==> src/rtl/pit_tone_sequencer.sv <==
// Plays (divisor, duration) tones by programming PIT counter 2 and the 61h gate on cycles the CPU leaves free.
// Optional PIT_TONE_QUEUE_EN macro selects a QDEPTH-entry FIFO with gapless chaining instead of a single holding register.
module pit_tone_sequencer #(
   parameter int MS_HZ  = 1000,
   parameter int QDEPTH = 4
) (
   input  logic        clk,
   input  logic        rst,
   input  logic [27:0] clock_rate,
   input  logic        tone_valid,
   output logic        tone_ready,
   input  logic [15:0] tone_divisor,
   input  logic [15:0] tone_duration,
   input  logic        abort,
   output logic        busy,
   input  logic [2:0]  cpu_io_address,
   input  logic        cpu_io_read,
   input  logic        cpu_io_write,
   input  logic [7:0]  cpu_io_writedata,
   output logic [2:0]  pit_io_address,
   output logic        pit_io_read,
   output logic        pit_io_write,
   output logic [7:0]  pit_io_writedata
);

   typedef enum logic [2:0] {IDLE, CTRL, LSB, MSB, GATE, PLAY, STOP} state_t;

   state_t      state, state_nx;
   logic [27:0] rate_q;
   logic [27:0] acc;
   logic [28:0] acc_sum;
   logic        tick;

   logic [15:0] cur_div, cur_dur, remaining;
   logic        silent, silent_nx;
   logic        q_push, q_pop, q_empty, load, start_play;
   logic [31:0] head;
   logic [15:0] head_div, head_dur;

   logic        cpu_act, grant, conflict;
   logic        seq_req;
   logic [2:0]  seq_addr;
   logic [7:0]  seq_data;

   // fractional divider: one tick per ms regardless of clk frequency
   assign acc_sum = {1'b0, acc} + 29'(MS_HZ);

   always_ff @(posedge clk or posedge rst) begin
      if (rst) begin
         rate_q <= '0;
         acc    <= '0;
         tick   <= 1'b0;
      end else begin
         rate_q <= clock_rate;
         if (acc_sum >= {1'b0, rate_q}) begin
            acc  <= 28'(acc_sum - {1'b0, rate_q});
            tick <= 1'b1;
         end else begin
            acc  <= acc_sum[27:0];
            tick <= 1'b0;
         end
      end
   end

   assign cpu_act  = cpu_io_read | cpu_io_write;
   assign grant    = seq_req & ~cpu_act;
   // CPU touching counter 2 data or reprogramming counter 2 resets the PIT LSB/MSB toggle
   assign conflict = cpu_io_write &
                     ((cpu_io_address == 3'd2) ||
                      ((cpu_io_address == 3'd3) && (cpu_io_writedata[7:6] == 2'b10)));

   assign pit_io_address   = cpu_act ? cpu_io_address   : seq_addr;
   assign pit_io_writedata = cpu_act ? cpu_io_writedata : seq_data;
   assign pit_io_read      = cpu_act ? cpu_io_read      : 1'b0;
   assign pit_io_write     = cpu_act ? cpu_io_write     : seq_req;

   assign q_push   = tone_valid & tone_ready & ~abort;
   assign head_div = head[31:16];
   assign head_dur = head[15:0];

`ifdef PIT_TONE_QUEUE_EN
   localparam int  AW       = (QDEPTH > 1) ? $clog2(QDEPTH) : 1;
   localparam bit  CHAIN_EN = 1'b1;

   logic [31:0] mem [QDEPTH];
   logic [AW-1:0] wr_ptr, rd_ptr;
   logic [AW:0]   count;

   assign q_empty    = (count == '0);
   assign tone_ready = (count != (AW+1)'(QDEPTH));
   assign head       = mem[rd_ptr];

   always_ff @(posedge clk or posedge rst) begin
      if (rst) begin
         for (int i = 0; i < QDEPTH; i++) mem[i] <= '0;
         wr_ptr <= '0;
         rd_ptr <= '0;
         count  <= '0;
      end else if (abort) begin
         wr_ptr <= '0;
         rd_ptr <= '0;
         count  <= '0;
      end else begin
         if (q_push) begin
            mem[wr_ptr] <= {tone_divisor, tone_duration};
            wr_ptr      <= wr_ptr + 1'b1;
         end
         if (q_pop) rd_ptr <= rd_ptr + 1'b1;
         case ({q_push, q_pop})
            2'b10:   count <= count + 1'b1;
            2'b01:   count <= count - 1'b1;
            default: count <= count;
         endcase
      end
   end
`else
   localparam bit CHAIN_EN = 1'b0;

   logic        held;
   logic [31:0] hold_q;

   assign q_empty    = ~held;
   assign tone_ready = (state == IDLE) && !held;
   assign head       = hold_q;

   always_ff @(posedge clk or posedge rst) begin
      if (rst) begin
         held   <= 1'b0;
         hold_q <= '0;
      end else if (abort) begin
         held <= 1'b0;
      end else if (q_push) begin
         held   <= 1'b1;
         hold_q <= {tone_divisor, tone_duration};
      end else if (q_pop) begin
         held <= 1'b0;
      end
   end
`endif

   always_comb begin
      state_nx   = state;
      silent_nx  = silent;
      q_pop      = 1'b0;
      load       = 1'b0;
      start_play = 1'b0;
      seq_req    = 1'b0;
      seq_addr   = 3'd0;
      seq_data   = 8'h00;
      case (state)
         IDLE: begin
            if (!abort && !q_empty) begin
               q_pop = 1'b1;
               if (head_dur != 16'd0) begin
                  load      = 1'b1;
                  silent_nx = (head_div == 16'd0);
                  state_nx  = (head_div == 16'd0) ? STOP : CTRL;
               end
            end
         end
         CTRL: begin
            seq_req  = 1'b1;
            seq_addr = 3'd3;
            seq_data = 8'hB6;
            if (abort) begin
               state_nx  = STOP;
               silent_nx = 1'b0;
            end else if (grant) begin
               state_nx = LSB;
            end
         end
         LSB: begin
            seq_req  = 1'b1;
            seq_addr = 3'd2;
            seq_data = cur_div[7:0];
            if (abort) begin
               state_nx  = STOP;
               silent_nx = 1'b0;
            end else if (conflict) begin
               state_nx = CTRL;
            end else if (grant) begin
               state_nx = MSB;
            end
         end
         MSB: begin
            seq_req  = 1'b1;
            seq_addr = 3'd2;
            seq_data = cur_div[15:8];
            if (abort) begin
               state_nx  = STOP;
               silent_nx = 1'b0;
            end else if (conflict) begin
               state_nx = CTRL;
            end else if (grant) begin
               state_nx = GATE;
            end
         end
         GATE: begin
            seq_req  = 1'b1;
            seq_addr = 3'd4;
            seq_data = 8'h03;
            if (abort) begin
               state_nx  = STOP;
               silent_nx = 1'b0;
            end else if (grant) begin
               state_nx   = PLAY;
               start_play = 1'b1;
            end
         end
         PLAY: begin
            if (abort) begin
               state_nx  = STOP;
               silent_nx = 1'b0;
            end else if (tick && remaining <= 16'd1) begin
               if (CHAIN_EN && !q_empty && head_dur != 16'd0) begin
                  // gapless: speaker stays gated while the next divisor is loaded
                  q_pop     = 1'b1;
                  load      = 1'b1;
                  silent_nx = (head_div == 16'd0);
                  state_nx  = (head_div == 16'd0) ? STOP : CTRL;
               end else if (silent) begin
                  state_nx  = IDLE;
                  silent_nx = 1'b0;
               end else begin
                  state_nx = STOP;
               end
            end
         end
         STOP: begin
            seq_req  = 1'b1;
            seq_addr = 3'd4;
            seq_data = 8'h00;
            if (grant) begin
               if (silent) begin
                  state_nx   = PLAY;
                  start_play = 1'b1;
               end else begin
                  state_nx = IDLE;
               end
            end
         end
         default: state_nx = IDLE;
      endcase
   end

   always_ff @(posedge clk or posedge rst) begin
      if (rst) begin
         state     <= IDLE;
         silent    <= 1'b0;
         cur_div   <= '0;
         cur_dur   <= '0;
         remaining <= '0;
         busy      <= 1'b0;
      end else begin
         state  <= state_nx;
         silent <= silent_nx;
         if (load) begin
            cur_div <= head_div;
            cur_dur <= head_dur;
         end
         if (start_play)
            remaining <= cur_dur;
         else if (state == PLAY && tick && remaining != 16'd0)
            remaining <= remaining - 16'd1;
         busy <= (state != IDLE) || !q_empty;
      end
   end

endmodule
==> config.mk <==
export PLATFORM = sky130hd
export DESIGN_NAME = pit_tone_sequencer
export DESIGN_NICKNAME = d
export VERILOG_FILES = /design/src/rtl/pit_tone_sequencer.sv
export SDC_FILE = /design/constraint.sdc
export NUM_CORES = 1
export LEC_CHECK = 0
export ABC_CLOCK_PERIOD_IN_PS = 7000
export CORE_MARGIN = 3
export CORE_UTILIZATION = 55
export DETAILED_ROUTE_END_ITERATION = 10
export PLACE_DENSITY = 0.86
export SETUP_SLACK_MARGIN = 0.05
export SYNTH_ARGS = -nofsm -noshare
export SYNTH_HDL_FRONTEND = slang
export SYNTH_SLANG_ARGS = --single-unit
==> constraint.sdc <==
create_clock -name clk -period 7 [get_ports clk]
set_input_delay 1.75 -clock clk [delete_from_list [all_inputs] [get_ports clk]]
set_output_delay 1.75 -clock clk [all_outputs]
set_load 0.005 [all_outputs]
# Word-level counts from Yosys, hierarchy flattened
# Index checks and enable logic that the tools add are counted.
# W data, S select, Z words.
[totals] regBits=143 input_bits=77 word_cells=115
[classes] addsub=3 magnitude_cmp=2 n_eq_ne=18 mux=49 n_bitwise=7 n_reduce_logical=25
[op_table] operator="$mux W3" n=19
[op_table] operator="$mux W16" n=2
[op_table] operator="$pmux W8 S4" n=1
[op_table] operator="$reduce_bool A16 Y1" n=2
[op_table] operator="$add A28 B10 Y29 const B" n=1
[op_table] operator="$ge A29 B28 Y1" n=1
[op_table] operator="$mux W28" n=1
[op_table] operator="$sub A28 B28 Y28" n=1
[op_table] operator="$mux W1" n=21
[op_table] operator="$pmux W3 S7" n=1
[op_table] operator="$le A16 B1 Y1 const B" n=1
[op_table] operator="$logic_not A16 Y1" n=1
[op_table] operator="$sub A16 B1 Y16 const B" n=1
[op_table] operator="$eq A3 B2 Y1 const B" n=4
[op_table] operator="$eq A3 B3 Y1 const B" n=3
[op_table] operator="$ne A3 B3 Y1 const B" n=3
[op_table] operator="$pmux W3 S3" n=1
[op_table] operator="$reduce_bool A3 Y1" n=3
[op_table] operator="$mux W8" n=1
[op_table] operator="$ne A4 B4 Y1 const B" n=2
[op_table] operator="$reduce_and A8 Y1" n=1
[op_table] operator="$logic_and A1 B1 Y1" n=6
[op_table] operator="$ne A2 B1 Y1 const B" n=3
[op_table] operator="$reduce_and A5 Y1" n=1
[op_table] operator="16 further kinds" n=23

# Longest topological paths before layout
# Gate-level depths: netlist of run 1.
[logic_depth] ltp_word=8 mapped_depth=17 depth_no_buf=16

# Least setup slack after synthesis of run 1
# Ideal clock, no wire load.
[synth_timing] path_type="input to output" startpoint="input cpu_io_write" endpoint="output pit_io_address[2]" arrival_time_ps=2592 setup_slack_ps=2658 stages=4 n_path_buf=2 path_cell_list="or2_2 > clkbuf_1 > clkbuf_1 > o21ai_0"
[synth_between] elab_chain_cells=2
[synth_rtl] item="start, declared" line_no="18" source="input logic cpu_io_write,"
[synth_rtl] item="$or A1 B1 Y1" line_no="65" source="assign cpu_act = cpu_io_read | cpu_io_write;"
[synth_rtl] item="$mux W3" line_no="72" source="assign pit_io_address = cpu_act ? cpu_io_address : seq_addr;"
[synth_rtl] item="end, declared" line_no="20" source="output logic [2:0] pit_io_address,"
# Every way passes these cells.

# Worst setup path in the final report of run 1
[layout_timing] startpoint="input cpu_io_write" endpoint="output pit_io_writedata[5]"
[layout_between] elab_chain_cells=2
[layout_rtl] item="$or A1 B1 Y1" line_no="65"
[layout_rtl] item="$mux W8" line_no="73" source="assign pit_io_writedata = cpu_act ? cpu_io_writedata : seq_data;"
[layout_rtl] item="end, declared" line_no="23" source="output logic [7:0] pit_io_writedata"
# Every way passes these cells.

==> qor.csv, run 1 <==
stage,metric,value,unit
timing,slew-limit-headroom,0.347,
global_route,grt_pass1_vias,6093,
routing,drc,0,
status,status,"finished, final reports clean",
cts,cts_tree,built,
timing,grt_setup_unrepaired,no,
die,die_w,125,um
routing,antenna_left,0,
setup_path,reg2reg_from,acc[3],
cts,insertion_delay,0.43,ns
placed_design,dp_hpwl,12300,um
timing,setup_viol,0,
final_layout,postLayoutCoreUtil,0.694,
cts,h-tree-depth,4,
setup_path,critPathTopFamily,buffers and inverters,
global_route,grtUsageTotal,0.231,
global_route,grt_start_max_net_pins,108,
setup_path,slowest_stage,clkdlybuf4s50_1,
routing,drt_iter0_markers,438,
min_path,worstHoldPathCells,2,
routing,routed_wl,17600,um
pwr,power.density,478,nW/um2
logic_synthesis,seq_area_frac_synth,0.463,
logic_synthesis,synth.most_common_cell,dfrtp_1,
timing,max_freq,0.184,GHz
timing,hold_viol,0,
timing,worst_pin_slew,0.979,ns
min_path,whs_endpoint,remaining[7],
logic_synthesis,postSynth.asyncResetShare,1.00,
logic_synthesis,syn_inst,727,
timing,fin_crit_sh,0.774,
timing,layout_min_cycle_time,5.42,ns
setup_path,cp_max_fo,17,
setup_path,crit_chain,clkdlybuf4s50_1 > or2_2 > o41ai_1 > clkdlybuf4s50_1,
cts,clk_path_buf_depth,2,
final_layout,fillers,947,
cts,post_cts_buffers,0,
pwr,leakagePower,4.17,nW
die,initial_core_util,0.572,
cts,cts_sinks,143,
pwr,total_power,4.48,mW
logic_synthesis,synth_common_cells,"dfrtp_1, mux2_2, nand2_1, inv_1, a21oi_1",
setup_path,rr_worst_depth,15,
die,core-area,13500,um2
global_route,grt.overflow.total,0,
pwr,peakVddDrop,0.290,mV
setup_path,cp-end-kind,output pin,
logic_synthesis,synth_seq_cells,143,
logic_synthesis,synth_warnings,0,
routing,avgRoutedWirePerCell,17.5,um
min_path,hold_start,cur_dur[7],
die,ios,92,
routing,drt_first_pass_iters,5,
timing,clock_skew,0.0120,ns
timing,final.setup.tns,0,ns
cts,clk_pin_slew,0.06,ns
global_route,antenna_found_initial,0,
routing,viasPerCell,5.87,
final_layout,drive_gt1_frac,0.172,
timing,slew_viol_final,0,
final_layout,area_growth,21.4,%
setup_path,worst-path-buf-inv,2,
cts,cts-resized-gates,0,
final_layout,nets,922,
cts,cts_inserted_buffers,17,
timing,fin_ws,1.58,ns
cts,cts_root_buf,clkbuf_16,
placed_design,dp_slack,1.61,ns
routing,route.vias.total,5879,
setup_path,arrival,3.67,ns
logic_synthesis,syn-cell-area,7720,um2
setup_path,slowest_delay,0.57,ns
setup_path,worst_setup_path_start_kind,primary input,
placed_design,port_buffers,91,
die,die_h,125,um
final_layout,diodes,0,
die,die_area,15500,um2
die,rows,42,
placed_design,gp_congestion,0.872,
setup_path,cpMostUsedCell,clkdlybuf4s50_1,
min_path,hold_path.class,flip-flop to flip-flop,
setup_path,required,5.25,ns
job,cap_violations,0,
logic_synthesis,syn_nets,836,
cts,ctsHoldBuffers,0,
logic_synthesis,synth_cell_types,66,
logic_synthesis,netlist.area_leader.share,0.463,
setup_path,setup.worst_path.class,primary input to output pin,
logic_synthesis,synth.avg_cell_area,10.6,um2
logic_synthesis,synth-edff-count,0,
logic_synthesis,ys.flop_type,dfrtp_1,
setup_path,reg2reg_slack,1.85,ns
setup_path,r2r_end,acc[5],
global_route,grt_pass1_wl,29300,um
logic_synthesis,yosys.area.top_type,dfrtp_1,
logic_synthesis,synth_area_leaders,"dfrtp_1, mux2_2, ha_1",
## logic make-up after synthesis
| family | after synthesis | share of synthesized area |
|---|---|---|
| compound gates | 141 | 0.120 |
| mux | 98 | 0.145 |
| flops | 143 | 0.463 |
| xor+xnor | 50 | 0.0567 |
| buf+inv | 73 | 0.0381 |
| fa+ha+maj | 32 | 0.0528 |
| simple gates | 190 | 0.124 |
## how the worst max path moves through the flow
stage / depth (start not counted) / slack [ns] / startpoint / to
detailed placement: 4 / 1.61 / cpu_io_read / pit_io_writedata[5]
finish: 4 / 1.58 / cpu_io_write / pit_io_writedata[5]
CTS: 4 / 1.58 / cpu_io_read / pit_io_writedata[5]
floorplan: 1 / 1.41 / rst / acc[0]
global route: 15 / 1.50 / acc[3] / acc[5]
global placement: 4 / 1.64 / cpu_io_write / pit_io_writedata[2]
## registers in the layout, indices dropped and copies added, names as in the netlist
| register | flops |
|---|---|
| head | 32 |
| acc | 28 |
| rate_q | 28 |
| cur_div | 16 |
| cur_dur | 16 |
| remaining | 16 |
| state | 3 |
| busy | 1 |
| held | 1 |
| silent | 1 |
| tick | 1 |
## power by group
| group | total (mW) | internal, mW | switching, mW |
|---|---|---|---|
| combinational | 2.06 | 1.04 | 1.02 |
| clock | 0.918 | 0.550 | 0.369 |
| sequential | 1.51 | 1.17 | 0.337 |
| total | 4.48 | 2.76 | 1.72 |
## metrics by stage
stage                     cell area, um2  hold WS (ns)  instances
after floorplan                     7720         0.443        727
after global placement              8770         0.473        970
after detailed placement            8770         0.477        970
after CTS                           9380         0.497       1002
after global routing                9380         0.517       1002
final                               9380         0.500       1002
## cell usage in the layout, fill, tap and decap left out, types with 18 or more instances in the layout
cell type / Yosys / layout
a21oi_1: 38 / 38
clkdlybuf4s50_1: 0 / 91
dfrtp_1: 143 / 143
ha_1: 31 / 31
inv_1: 44 / 43
mux2_2: 85 / 85
nand2_1: 62 / 62
nor2_1: 34 / 34
o21ai_0: 30 / 30
xnor2_1: 32 / 32
xor2_1: 18 / 18
## tightest hold or removal path, stage by stage, from the launching register on
cell	delay, ns
dfrtp_1	0.35
nand2_1	0.05
o21ai_0	0.06
## area by class of cell
type / instances / area (um2) / share of cell area
Inverter: 44 / 170 / 0.0182
Tap cell: 176 / 220 / 0.0235
Multi-Input combinational cell: 511 / 3850 / 0.411
Clock inverter: 13 / 150 / 0.0160
Timing Repair Buffer: 96 / 948 / 0.101
Sequential cell: 143 / 3580 / 0.382
Clock buffer: 19 / 453 / 0.0483
## layer usage
layer  track usage  vias to the layer above  routed length [um]
met4        0.0741                        0                 347
li1              -                     2775                   -
met1         0.302                     2867                7650
met2         0.378                      206                8650
met3        0.0570                       31                 933
met5             0                        -                   0
(Power assumes the default switching activity.)
==> inputs of run 2 (changes only) <==
- ABC_CLOCK_PERIOD_IN_PS: 7000 -> 5250
- clock period: 7 -> 5.25 ns (I/O delays scaled with it)
==> run 2 against run 1 <==
Against the previous run: via count up 1.2%; non-clock buffer count grew 2; sequential share of layout area unchanged; critical path depth rose by 11; critical endpoint is now acc[17]; largest power group unchanged.
==> qor.csv, run 2 (synthesis results as in run 1) <==
stage,metric,value,unit
global_route,grt_start_max_net_pins,111,
timing,grt_setup_unrepaired,no,
global_route,grt.overflow.total,0,
pwr,pwr-share-seq,0.338,
global_route,grtUsageTotal,0.239,
pwr,p_switching,2.31,mW
timing,worst_pin_slew,0.952,ns
cts,cts_tree,built,
cts,cts_sinks,143,
setup_path,slowest_stage,or4_1,
setup_path,slowest_delay,0.50,ns
final_layout,drive_gt1_frac,0.171,
final_layout,nets,924,
die,core-area,13500,um2
die,rows,42,
pwr,power.density,637,nW/um2
cts,cts_inserted_buffers,17,
global_route,grt_pass1_vias,6254,
status,status,"finished, final reports clean",
placed_design,place_area,8790,um2
cts,h-tree-depth,4,
job,cap_violations,0,
cts,ctsHoldBuffers,0,
timing,max_freq,0.218,GHz
final_layout,final_cell_mix,"dfrtp_1, clkdlybuf4s50_1, mux2_2",
timing,slew-limit-headroom,0.359,
routing,avgRoutedWirePerCell,17.8,um
setup_path,cpMostUsedCell,ha_1,
setup_path,required,5.56,ns
die,initial_core_util,0.572,
pwr,leakagePower,4.16,nW
global_route,antenna_found_initial,0,
die,die_w,125,um
setup_path,arrival,4.89,ns
pwr,p_sw_frac,0.386,
die,ios,92,
routing,route.vias.total,5948,
timing,layout_min_cycle_time,4.58,ns
final_layout,multiInputGateArea,3850,um2
final_layout,area_growth,21.4,%
cts,insertion_delay,0.43,ns
die,die_h,125,um
routing,viasPerCell,5.92,
pwr,clockPowerShare,0.201,
die,die_area,15500,um2
final_layout,fillers,970,
final_layout,diodes,0,
placed_design,port_buffers,91,
cts,cts_root_buf,clkbuf_16,
timing,clock_skew,0.0156,ns
setup_path,setup.worst_path.class,flip-flop to flip-flop,
pwr,peakVddDrop,0.295,mV
pwr,p_int,3.67,mW
final_layout,largest_reg_flops,32,
final_layout,final_cells,1004,
pwr,power_frac_comb,0.461,
placed_design,gp_congestion,0.906,
placed_design,dp_hpwl,12500,um
placed_design,placed_cells,972,
routing,antenna_left,0,
cts,clk_path_buf_depth,2,
final_layout,seq_area,3580,um2
timing,hold_viol,0,
pwr,total_power,5.97,mW
setup_path,cp-end-kind,flip-flop,
routing,drc,0,
setup_path,cp_max_fo,17,
setup_path,worst_setup_path_start_kind,flip-flop,
routing,drt_iter0_markers,455,
min_path,hold_path.class,flip-flop to flip-flop,
global_route,grt_pass1_wl,30200,um
timing,slew_viol_final,0,
timing,fin_crit_sh,0.872,
timing,fin_hold_ws,0.499,ns
cts,clk_pin_slew,0.06,ns
setup_path,crit_chain,ha_1 > or4_1 > or3_1 > and3_1 > nor2b_1 > xor2_1 > ha_1 > nand2_1 > nor4_1 > inv_1 > nor3_1 > a211oi_2 > o21ai_2 > buf_4 > mux2_2,
final_layout,layout_commonest_cell,dfrtp_1,
routing,drt_first_pass_iters,7,
cts,cts-resized-gates,0,
final_layout,final_cell_area,9380,um2
cts,post_cts_buffers,0,
routing,routed_wl,17800,um
timing,final.setup.tns,0,ns
timing,setup_viol,0,
run 2: worst max-delay path: cells and delay by family, from the launching register on:
family / cells / cell delay (ns)
buffers and inverters: 2 / 0.40
and+or+nand+nor: 7 / 2.22
DFF: 1 / 0.41
xor gates and xnor gates: 1 / 0.16
adders and majority gates: 2 / 0.66
muxes: 1 / 0.39
AOI/OAI and AO/OA: 2 / 0.20
run 2: final timing paths:
kind                             from            to  slack, ns  cells past startpoint
max in group asynchronous         rst       acc[26]       2.94                      3
min                        cur_dur[8]  remaining[8]       0.50                      2
max                            acc[3]       acc[17]       0.67                     15
min reg2reg                cur_dur[8]  remaining[8]       0.50                      2
max reg2reg                    acc[3]       acc[17]       0.67                     15
min in group asynchronous         rst       head[8]       1.47                      2
run 2: cell type report:
type | instances | share of cell area
timing repair buffer | 98 | 0.103
clock buffer | 19 | 0.0462
multi-input combinational | 511 | 0.411
sequential | 143 | 0.382
clock inverter | 13 | 0.0165
inverter | 44 | 0.0182
tap | 176 | 0.0235
run 2: metal layers:
layer	wire length, um	vias up	track usage
li1	-	2771	-
met1	7650	2943	0.303
met2	8860	199	0.400
met3	924	35	0.0545
met4	403	0	0.0870
met5	0	-	0
run 2: through the flow:
| stage | utilization | setup slack (ns) |
|---|---|---|
| 2_1_floorplan | - | 0.0996 |
| 3_3_place_gp | 0.651 | 0.776 |
| 3_5_place_dp | 0.651 | 0.743 |
| 4_1_cts | 0.694 | 0.693 |
| 5_1_grt | 0.694 | 0.222 |
| 6_report | 0.694 | 0.672 |
run 2: power by group through the flow:
| stage | combinational, mW | clock, mW | sequential (mW) |
|---|---|---|---|
| floorplan | 2.26 | 0 | 1.81 |
| CTS | 2.74 | 1.22 | 2.01 |
| global route | 3.04 | 1.27 | 2.08 |
| detailed placement | 2.70 | 0 | 2.01 |
| finish | 2.75 | 1.20 | 2.02 |
| global placement | 2.59 | 0 | 1.98 |
